### config.mk
export PLATFORM = sky130hd
export DESIGN_NAME = uart_rx_sipo_flat
export DESIGN_NICKNAME = d
export VERILOG_FILES = /design/src/rtl/uart_rx_sipo_if.sv /design/src/rtl/uart_rx_sipo.sv /design/src/flat_wrapper.sv
export SDC_FILE = /design/constraint.sdc
export NUM_CORES = 1
export LEC_CHECK = 0
export CAP_MARGIN = 5
export CORE_MARGIN = 1
export CORE_UTILIZATION = 59
export CTS_CLUSTER_DIAMETER = 40
export DETAILED_ROUTE_END_ITERATION = 6
export PLACE_DENSITY = 0.82
export SLEW_MARGIN = 10
export SYNTH_ARGS = -nofsm -noshare
export SYNTH_HDL_FRONTEND = slang
export SYNTH_SLANG_ARGS = --single-unit
### constraint.sdc
create_clock -name baud_clk -period 5.2 [get_ports baud_clk]
set_clock_uncertainty 0.1 [all_clocks]
set_input_delay 0.52 -clock baud_clk [delete_from_list [all_inputs] [get_ports baud_clk]]
set_output_delay 0.52 -clock baud_clk [all_outputs]
set_load 0.01 [all_outputs]
### src/rtl/uart_rx_sipo_if.sv
// Receiver-side bundle: the serial line in, the recovered byte and its status out.
interface uart_rx_sipo_if;
    logic       rx_in;
    logic [7:0] data_out;
    logic       data_valid;
    logic       parity_err;
    logic       frame_err;
    logic       active_flag;

    // Line driver / byte consumer side
    modport master (
        output rx_in,
        input  data_out,
        input  data_valid,
        input  parity_err,
        input  frame_err,
        input  active_flag
    );

    // Receiver side
    modport slave (
        input  rx_in,
        output data_out,
        output data_valid,
        output parity_err,
        output frame_err,
        output active_flag
    );
endinterface

### src/rtl/uart_rx_sipo.sv
// Oversampling UART receiver: start, 8 data bits LSB first, parity, stop.
// Recovers the byte, checks parity and stop bit, pulses data_valid per frame.
module uart_rx_sipo #(
    parameter int unsigned OVERSAMPLE = 16,
    parameter bit          PARITY_ODD = 1'b0
) (
    input  logic          baud_clk,
    input  logic          reset_n,
    uart_rx_sipo_if.slave bus
);

    localparam int unsigned     CntW    = (OVERSAMPLE > 1) ? $clog2(OVERSAMPLE) : 1;
    localparam logic [CntW-1:0] CntLast = CntW'(OVERSAMPLE - 1);
    localparam logic [CntW-1:0] CntHalf = CntW'(OVERSAMPLE / 2 - 1);

    typedef enum logic [2:0] {
        StIdle   = 3'd0,
        StStart  = 3'd1,
        StData   = 3'd2,
        StParity = 3'd3,
        StStop   = 3'd4,
        StBreak  = 3'd5
    } state_e;

    state_e          r_state, w_state_nxt;
    logic [CntW-1:0] r_cnt, w_cnt_nxt;
    logic [2:0]      r_bit_idx, w_bit_idx_nxt;
    logic [7:0]      r_shift, w_shift_nxt;
    logic            r_par, w_par_nxt;
    logic [7:0]      r_data, w_data_nxt;
    logic            r_valid, w_valid_nxt;
    logic            r_perr, w_perr_nxt;
    logic            r_ferr, w_ferr_nxt;
    logic            r_sync1, r_sync2;
    logic            w_rx_s;
    logic            w_sample;

    // Two-flop synchronizer; resets to the idle (high) line level
    always_ff @(posedge baud_clk or negedge reset_n) begin
        if (!reset_n) begin
            r_sync1 <= 1'b1;
            r_sync2 <= 1'b1;
        end else begin
            r_sync1 <= bus.rx_in;
            r_sync2 <= r_sync1;
        end
    end

    assign w_rx_s   = r_sync2;
    assign w_sample = (r_cnt == CntLast);

    // State, counters and output registers
    always_ff @(posedge baud_clk or negedge reset_n) begin
        if (!reset_n) begin
            r_state   <= StIdle;
            r_cnt     <= '0;
            r_bit_idx <= '0;
            r_shift   <= '0;
            r_par     <= 1'b0;
            r_data    <= '0;
            r_valid   <= 1'b0;
            r_perr    <= 1'b0;
            r_ferr    <= 1'b0;
        end else begin
            r_state   <= w_state_nxt;
            r_cnt     <= w_cnt_nxt;
            r_bit_idx <= w_bit_idx_nxt;
            r_shift   <= w_shift_nxt;
            r_par     <= w_par_nxt;
            r_data    <= w_data_nxt;
            r_valid   <= w_valid_nxt;
            r_perr    <= w_perr_nxt;
            r_ferr    <= w_ferr_nxt;
        end
    end

    // Next-state and frame bookkeeping; all bit decisions use the synchronized line
    always_comb begin
        w_state_nxt   = r_state;
        w_cnt_nxt     = r_cnt;
        w_bit_idx_nxt = r_bit_idx;
        w_shift_nxt   = r_shift;
        w_par_nxt     = r_par;
        w_data_nxt    = r_data;
        w_valid_nxt   = 1'b0;
        w_perr_nxt    = r_perr;
        w_ferr_nxt    = r_ferr;

        unique case (r_state)
            StIdle: begin
                w_cnt_nxt = '0;
                if (!w_rx_s) begin
                    w_state_nxt = StStart;
                end
            end
            StStart: begin
                // Confirm the start bit at its midpoint; a high line here was a glitch
                if (r_cnt == CntHalf) begin
                    w_cnt_nxt     = '0;
                    w_bit_idx_nxt = '0;
                    w_state_nxt   = w_rx_s ? StIdle : StData;
                end else begin
                    w_cnt_nxt = r_cnt + 1'b1;
                end
            end
            StData: begin
                if (w_sample) begin
                    w_cnt_nxt              = '0;
                    w_shift_nxt[r_bit_idx] = w_rx_s;
                    w_bit_idx_nxt          = r_bit_idx + 3'd1;
                    if (r_bit_idx == 3'd7) begin
                        w_state_nxt = StParity;
                    end
                end else begin
                    w_cnt_nxt = r_cnt + 1'b1;
                end
            end
            StParity: begin
                if (w_sample) begin
                    w_cnt_nxt   = '0;
                    w_par_nxt   = w_rx_s;
                    w_state_nxt = StStop;
                end else begin
                    w_cnt_nxt = r_cnt + 1'b1;
                end
            end
            StStop: begin
                // Errored frames still publish; the consumer qualifies with the flags
                if (w_sample) begin
                    w_cnt_nxt   = '0;
                    w_data_nxt  = r_shift;
                    w_valid_nxt = 1'b1;
                    w_perr_nxt  = (^{r_shift, r_par}) ^ PARITY_ODD;
                    w_ferr_nxt  = ~w_rx_s;
                    w_state_nxt = w_rx_s ? StIdle : StBreak;
                end else begin
                    w_cnt_nxt = r_cnt + 1'b1;
                end
            end
            StBreak: begin
                // Line held low past the stop bit: ignore it until it returns high
                w_cnt_nxt = '0;
                if (w_rx_s) begin
                    w_state_nxt = StIdle;
                end
            end
            default: begin
                w_cnt_nxt   = '0;
                w_state_nxt = StIdle;
            end
        endcase
    end

    assign bus.data_out    = r_data;
    assign bus.data_valid  = r_valid;
    assign bus.parity_err  = r_perr;
    assign bus.frame_err   = r_ferr;
    assign bus.active_flag = (r_state == StStart) || (r_state == StData) ||
                             (r_state == StParity) || (r_state == StStop);

endmodule

### src/flat_wrapper.sv
// flat-port wrapper written by rule: the top's interface ports become plain ports
module uart_rx_sipo_flat 
#(
    parameter int unsigned OVERSAMPLE = 16,
    parameter bit          PARITY_ODD = 1'b0
)
  (baud_clk, reset_n, bus_rx_in, bus_data_out, bus_data_valid, bus_parity_err, bus_frame_err, bus_active_flag);
  uart_rx_sipo_if bus_i ();
  input  logic baud_clk;
  input  logic reset_n;
  input wire logic [$bits(bus_i.rx_in)-1:0] bus_rx_in;
  output wire logic [$bits(bus_i.data_out)-1:0] bus_data_out;
  output wire logic [$bits(bus_i.data_valid)-1:0] bus_data_valid;
  output wire logic [$bits(bus_i.parity_err)-1:0] bus_parity_err;
  output wire logic [$bits(bus_i.frame_err)-1:0] bus_frame_err;
  output wire logic [$bits(bus_i.active_flag)-1:0] bus_active_flag;
  assign bus_i.rx_in = bus_rx_in;
  assign bus_data_out = bus_i.data_out;
  assign bus_data_valid = bus_i.data_valid;
  assign bus_parity_err = bus_i.parity_err;
  assign bus_frame_err = bus_i.frame_err;
  assign bus_active_flag = bus_i.active_flag;
  uart_rx_sipo #(.OVERSAMPLE(OVERSAMPLE), .PARITY_ODD(PARITY_ODD)) u_core (.baud_clk(baud_clk), .reset_n(reset_n), .bus(bus_i));
endmodule
==> impl_metrics.json, run 1 <==
{
  "dieArea_sq_um": 2790,
  "synthDistinctLibCells": 33,
  "status": "completed",
  "max_slew_margin": 0.729,
  "root_buffer": "clkbuf_4",
  "dp_hpwl_um": 1920,
  "cts_max_level": 2,
  "rsz0062_at_grt": "no",
  "min-delay-start": "u_core.r_sync1$_DFF_PN1_",
  "antenna_found_initial": 0,
  "ant_nets": 0,
  "drv_slew": 0,
  "ys_seq_area_frac": 0.528,
  "fin_tns_setup_ns": 0,
  "syn_nets": 127,
  "die_w_um": 52.8,
  "finalSetupViolations": 0,
  "peakVddDrop_mv": 0.276,
  "synth-async-reset-ratio": 1.00,
  "cts_tree": "yes",
  "min_path_type": "reg -> reg",
  "cp_slowest_cell": "clkdlybuf4s50_1",
  "power_w": 0.000514,
  "rr_endpoint": "u_core.r_state[0]$_DFFE_PN0P_",
  "ctsResizeCount": 0,
  "ctsHoldBuffers": 0,
  "drc": 0,
  "final_cell_mix": "dfrtp_1 (30), clkdlybuf4s50_1 (14), mux2_2 (12), o21ai_0 (11), nand2_1 (8)",
  "rrSetupSlack_ns": 3.35,
  "final_net_count": 145,
  "leakage_nw": 0.793,
  "dr.pass1.iters": 4,
  "grt_max_degree": 33,
  "cp.required_ns": 4.58,
  "synth_area_sq_um": 1520,
  "setup.worst_path.start": "u_core.r_state[1]$_DFFE_PN0P_",
  "cp-end-kind": "output pin",
  "n_antenna_cell": 0,
  "vias_per_cell": 5.84,
  "clock-sinks": 32,
  "timing.fmax_mhz": 390,
  "synth_edf_count": 0,
  "clockBufferDepth": 2,
  "gp_congestion": 0.818,
  "vias": 992,
  "cpPeakStageDelay_ns": 0.60,
  "syn_to_final_growth_pct": 14.9,
  "synth_cells": 121,
  "timing.max_cap.violations": 0,
  "min_delay_worst_endpoint": "u_core.r_sync2$_DFF_PN1_",
  "numCtsBuffers": 5,
  "pin_count": 15,
  "ys_seq_elements": 32,
  "critical_path_arrival_ns": 1.94,
  "power_density_nw_per_um2": 294,
  "reg2reg_from": "u_core.r_state[1]$_DFFE_PN0P_",
  "yosys_warnings": 0,
  "syn-mean-instance-area_sq_um": 12.6,
  "placement_rows": 18,
  "fill_cells": 176,
  "port_buffers": 14,
  "routed_wl_um": 2680,
  "wl_per_cell_um": 15.8,
  "tightest_slew_ns": 0.406,
  "fin_crit_ns": 2.56,
  "grt_overflow_total": 0,
  "setup.worst_path.start_class": "register",
  "worstPathCellList": "nor2_1, xnor2_1, clkdlybuf4s50_1",
  "grt_pass1_vias": 938,
  "reg2reg_depth": 4,
  "clock_latency_ns": 0.34,
  "clkTransAtPathRegs_ns": 0.11,
  "timing.final.crit_share": 0.493,
  "layout_commonest_cell": "dfrtp_1",
  "crit_fanout": 10,
  "hold_path_depth": 0,
  "drt_iter0_drc": 17,
  "grt_pass1_wl_um": 4220,
  "drive_gt1_frac": 0.229,
  "die_y_um": 52.8,
  "critical_path_class": "reg -> out",
  "core_area_sq_um": 2450,
  "post-cts-setup-buffer-count": 0,
  "initial_core_util": 0.620,
  "track_usage": 0.223,
  "hold_violations": 0,
  "synthFlopType": "dfrtp_1"
}
## critical path: cells and delay by family (launching register included)
family,cells,cell delay (ns)
xor gates and xnor gates,1,0.30
buffers and inverters,1,0.60
DFF,1,0.58
and+or+nand+nor,1,0.12
## layer usage
metal,up-vias,track usage,wire (um)
li1,467,-,-
met3,6,0.0696,103
met4,0,0.110,50
met5,-,0,0
met2,18,0.390,1410
met1,501,0.239,1120
## logic make-up (layout without fill, tap and decap cells)
family | Yosys count | in the layout | synth area share
AO/OA/AOI/OAI | 22 | 22 | 0.0978
XOR/XNOR | 10 | 10 | 0.0666
adder cells (fa/ha/maj) | 3 | 3 | 0.0247
buffers and inverters | 10 | 29 | 0.0403
flip-flops | 32 | 32 | 0.528
multiplexers | 14 | 14 | 0.104
AND/OR/NAND/NOR | 30 | 30 | 0.140
## worst max-delay path by stage
stage                                                    end  slack (ns)  cells past startpoint
after detailed placement                     bus_active_flag        3.03                      3
after global routing                         bus_active_flag        2.53                      3
after floorplan           u_core.bus.data_out[0]$_DFFE_PN0P_        3.50                      5
final                                        bus_active_flag        2.64                      3
after global placement                       bus_active_flag        3.06                      3
after CTS                                    bus_active_flag        2.64                      3
## flip-flops by register name, summed over array words and instances (netlist names)
signal and cells:
u_core.bus.data_out 8, u_core.bus.data_valid 1, u_core.bus.frame_err 1, u_core.bus.parity_err 1, u_core.r_bit_idx 3, u_core.r_cnt 4
u_core.r_par 1, u_core.r_shift 8, u_core.r_state 3, u_core.r_sync1 1, u_core.r_sync2 1
## report_power, final
| part | switching [W] | total, W | internal (W) |
|---|---|---|---|
| combinational | 0.0000232 | 0.0000452 | 0.0000220 |
| sequential | 0.0000170 | 0.000279 | 0.000262 |
| clock | 0.0000899 | 0.000190 | 0.000100 |
## metrics by stage
stage | cell area, sq um | worst slack (ns) | util | hold slack (ns) | std cells
after floorplan | 1520 | 3.50 | - | 0.124 | 121
after global routing | 1750 | 2.53 | 0.713 | 0.270 | 170
after detailed placement | 1670 | 3.03 | 0.680 | 0.250 | 162
after CTS | 1750 | 2.64 | 0.713 | 0.266 | 170
after global placement | 1670 | 3.06 | 0.680 | 0.246 | 162
final | 1750 | 2.64 | 0.713 | 0.263 | 170
## Yosys cell counts, types with 2 or more instances
cell type | number | share of area
xnor2_1 | 6 | 0.035
xor2_1 | 3 | 0.017
nand2_1 | 8 | 0.020
a21oi_1 | 2 | 0.0066
mux2_1 | 2 | 0.015
o21ai_0 | 11 | 0.036
buf_6 | 3 | 0.022
nor2_1 | 3 | 0.0074
mux2_2 | 12 | 0.089
o31ai_1 | 6 | 0.030
dfrtp_1 | 30 | 0.49
dfstp_2 | 2 | 0.035
nand4_4 | 2 | 0.028
nor3_2 | 2 | 0.013
ha_1 | 3 | 0.025
inv_1 | 5 | 0.012
nand3_1 | 4 | 0.013
and2_1 | 2 | 0.0082
## layout make-up
class | count | area, sq um | share of cell area
clock inverter | 3 | 42.5 | 0.0243
timing repair buffer | 15 | 148 | 0.0844
multi-input combinational | 79 | 658 | 0.376
tap | 30 | 37.5 | 0.0215
sequential | 32 | 803 | 0.459
inverter | 6 | 22.5 | 0.0129
clock buffer | 5 | 37.5 | 0.0215
Note: power is estimated with default switching activity, not from simulation.
==> run 2, diff against run 1 <==
CORE_UTILIZATION = 50   (was 59)
PLACE_DENSITY = 0.74   (was 0.82)
clock period = 2.1 ns   (was 5.2 ns; I/O delays follow)
==> impl_metrics.json, run 2 (synthesized netlist as in run 1, its figures left out) <==
{
  "die_w_um": 57.2,
  "highest_layer": "met4",
  "clock-sinks": 32,
  "rsz0062_at_grt": "no",
  "clkTransAtPathRegs_ns": 0.10,
  "cts_max_level": 2,
  "pin_count": 15,
  "stdcell_count": 176,
  "fin_tns_setup_ns": 0,
  "crit_fanout": 10,
  "status": "finished, violations left",
  "rrSetupSlack_ns": 0.30,
  "wl_per_cell_um": 14.7,
  "min_path_type": "in -> async",
  "leakage_nw": 0.812,
  "die_y_um": 57.2,
  "cts_tree": "yes",
  "reg2reg_depth": 4,
  "core_area_sq_um": 2830,
  "dp_hpwl_um": 1860,
  "gp_congestion": 0.741,
  "cpPeakStageDelay_ns": 0.57,
  "timing.max_cap.violations": 0,
  "finalSetupViolations": 0,
  "hold_violations": 0,
  "layout_commonest_cell": "dfrtp_1",
  "drc": 4,
  "root_buffer": "clkbuf_4",
  "clock_latency_ns": 0.33,
  "placed_cells": 165,
  "cp-end-kind": "output pin",
  "stdcell_area_sq_um": 1780,
  "grt_pass1_wl_um": 4730,
  "drt-met1-wl_um": 1140,
  "clockBufferDepth": 2,
  "reg2reg_from": "u_core.r_cnt[0]$_DFF_PN0_",
  "crit_path_end": "bus_active_flag",
  "routed_wl_um": 2580,
  "routed-wl-met2_um": 1280,
  "grt_overflow_total": 0,
  "rr_endpoint": "u_core.bus.data_out[2]$_DFFE_PN0P_",
  "placement_rows": 19,
  "cp.required_ns": 1.79,
  "numCtsBuffers": 5,
  "critical_path_class": "reg -> out",
  "route.met3.wl_um": 99,
  "power_density_nw_per_um2": 676,
  "track_usage": 0.201,
  "final_cell_mix": "dfrtp_1 (28), clkdlybuf4s50_1 (14), mux2_2 (12), o21ai_0 (11), nand2_1 (8)",
  "antenna_found_initial": 0,
  "grt_pass1_vias": 1001,
  "critical_path_arrival_ns": 1.67,
  "final_net_count": 150,
  "timing.final.crit_share": 0.943,
  "vias_per_cell": 5.68,
  "setup.worst_path.start_class": "register",
  "max_slew_margin": 0.736,
  "peakVddDrop_mv": 0.476,
  "place_area_sq_um": 1690,
  "setup.worst_path.start": "u_core.r_state[2]$_DFFE_PN0P_",
  "syn_to_final_growth_pct": 16.8,
  "hold_ws_ns": 0.164,
  "ctsHoldBuffers": 0,
  "fin_crit_ns": 1.98,
  "drv_slew": 0,
  "drive_gt1_frac": 0.262,
  "ant_nets": 0,
  "vias": 1000,
  "initial_core_util": 0.538,
  "port_buffers": 14,
  "dieArea_sq_um": 3270,
  "grt_max_degree": 33,
  "tightest_slew_ns": 0.395,
  "dr.pass1.iters": 6,
  "fill_cells": 237,
  "worstPathCellList": "xnor2_1, clkdlybuf4s50_1",
  "drt_iter0_drc": 27,
  "final_core_util": 0.629,
  "cp_slowest_cell": "clkdlybuf4s50_1",
  "n_antenna_cell": 0,
  "timing.fmax_mhz": 505,
  "violations": "DRC"
}
[run 2: worst min path at each step]
stage,from,to,slack [ns],cells after the start
after floorplan,reset_n,u_core.bus.data_out[0]$_DFFE_PN0P_,-0.19,0
after global placement,u_core.r_sync1$_DFF_PN1_,u_core.r_sync2$_DFF_PN1_,0.25,0
final,reset_n,u_core.r_shift[4]$_DFFE_PN0P_,0.16,2
after global routing,bus_rx_in,u_core.r_sync1$_DFF_PN1_,0.17,1
after detailed placement,u_core.r_sync1$_DFF_PN1_,u_core.r_sync2$_DFF_PN1_,0.25,0
after CTS,reset_n,u_core.r_shift[4]$_DFFE_PN0P_,0.16,2
[run 2: timing repair]
item,CTS,global route
pin swaps,0,0
endpoints found under the setup margin,1,1
setup buffers,0,3
gates resized for setup,1,1
[run 2: power breakdown]
group	switching, W	internal, W
clock	0.000192	0.000197
combinational	0.0000602	0.0000633
sequential	0.0000411	0.000650
total	0.000293	0.000910
[run 2: area by class of cell]
type,instances,area [sq um],share of cell area
clock buffers,8,68.8,0.0387
inverters,6,22.5,0.0127
multi-input cells,79,658,0.370
flip-flops and latches,32,806,0.453
well taps,31,38.8,0.0218
repair buffers,20,185,0.104
[run 2: per-stage QoR]
stage / setup WS (ns) / total power [W]
2_1_floorplan: 0.401 / 0.000781
6_report: 0.119 / 0.00120
3_5_place_dp: 0.287 / 0.000822
3_3_place_gp: 0.306 / 0.000814
5_1_grt: 0.0206 / 0.00128
4_1_cts: 0.0639 / 0.00122
[run 2: routing by layer]
metal | vias to the layer above | track usage
met4 | 0 | 0.115
li1 | 477 | -
met3 | 5 | 0.0680
met2 | 24 | 0.306
met5 | - | 0
met1 | 494 | 0.252
[run 2: critical path: cells and delay by family (launching register included)]
kind / cells / cell delay, ns
DFF: 1 / 0.52
buffers and inverters: 1 / 0.57
xor gates and xnor gates: 1 / 0.26
==> run 3, diff against run 2 <==
SKIP_CTS_REPAIR_TIMING = 1   (was default)
==> results of run 3 <==
The final DEF is identical to that of run 2; final timing and power are the same.
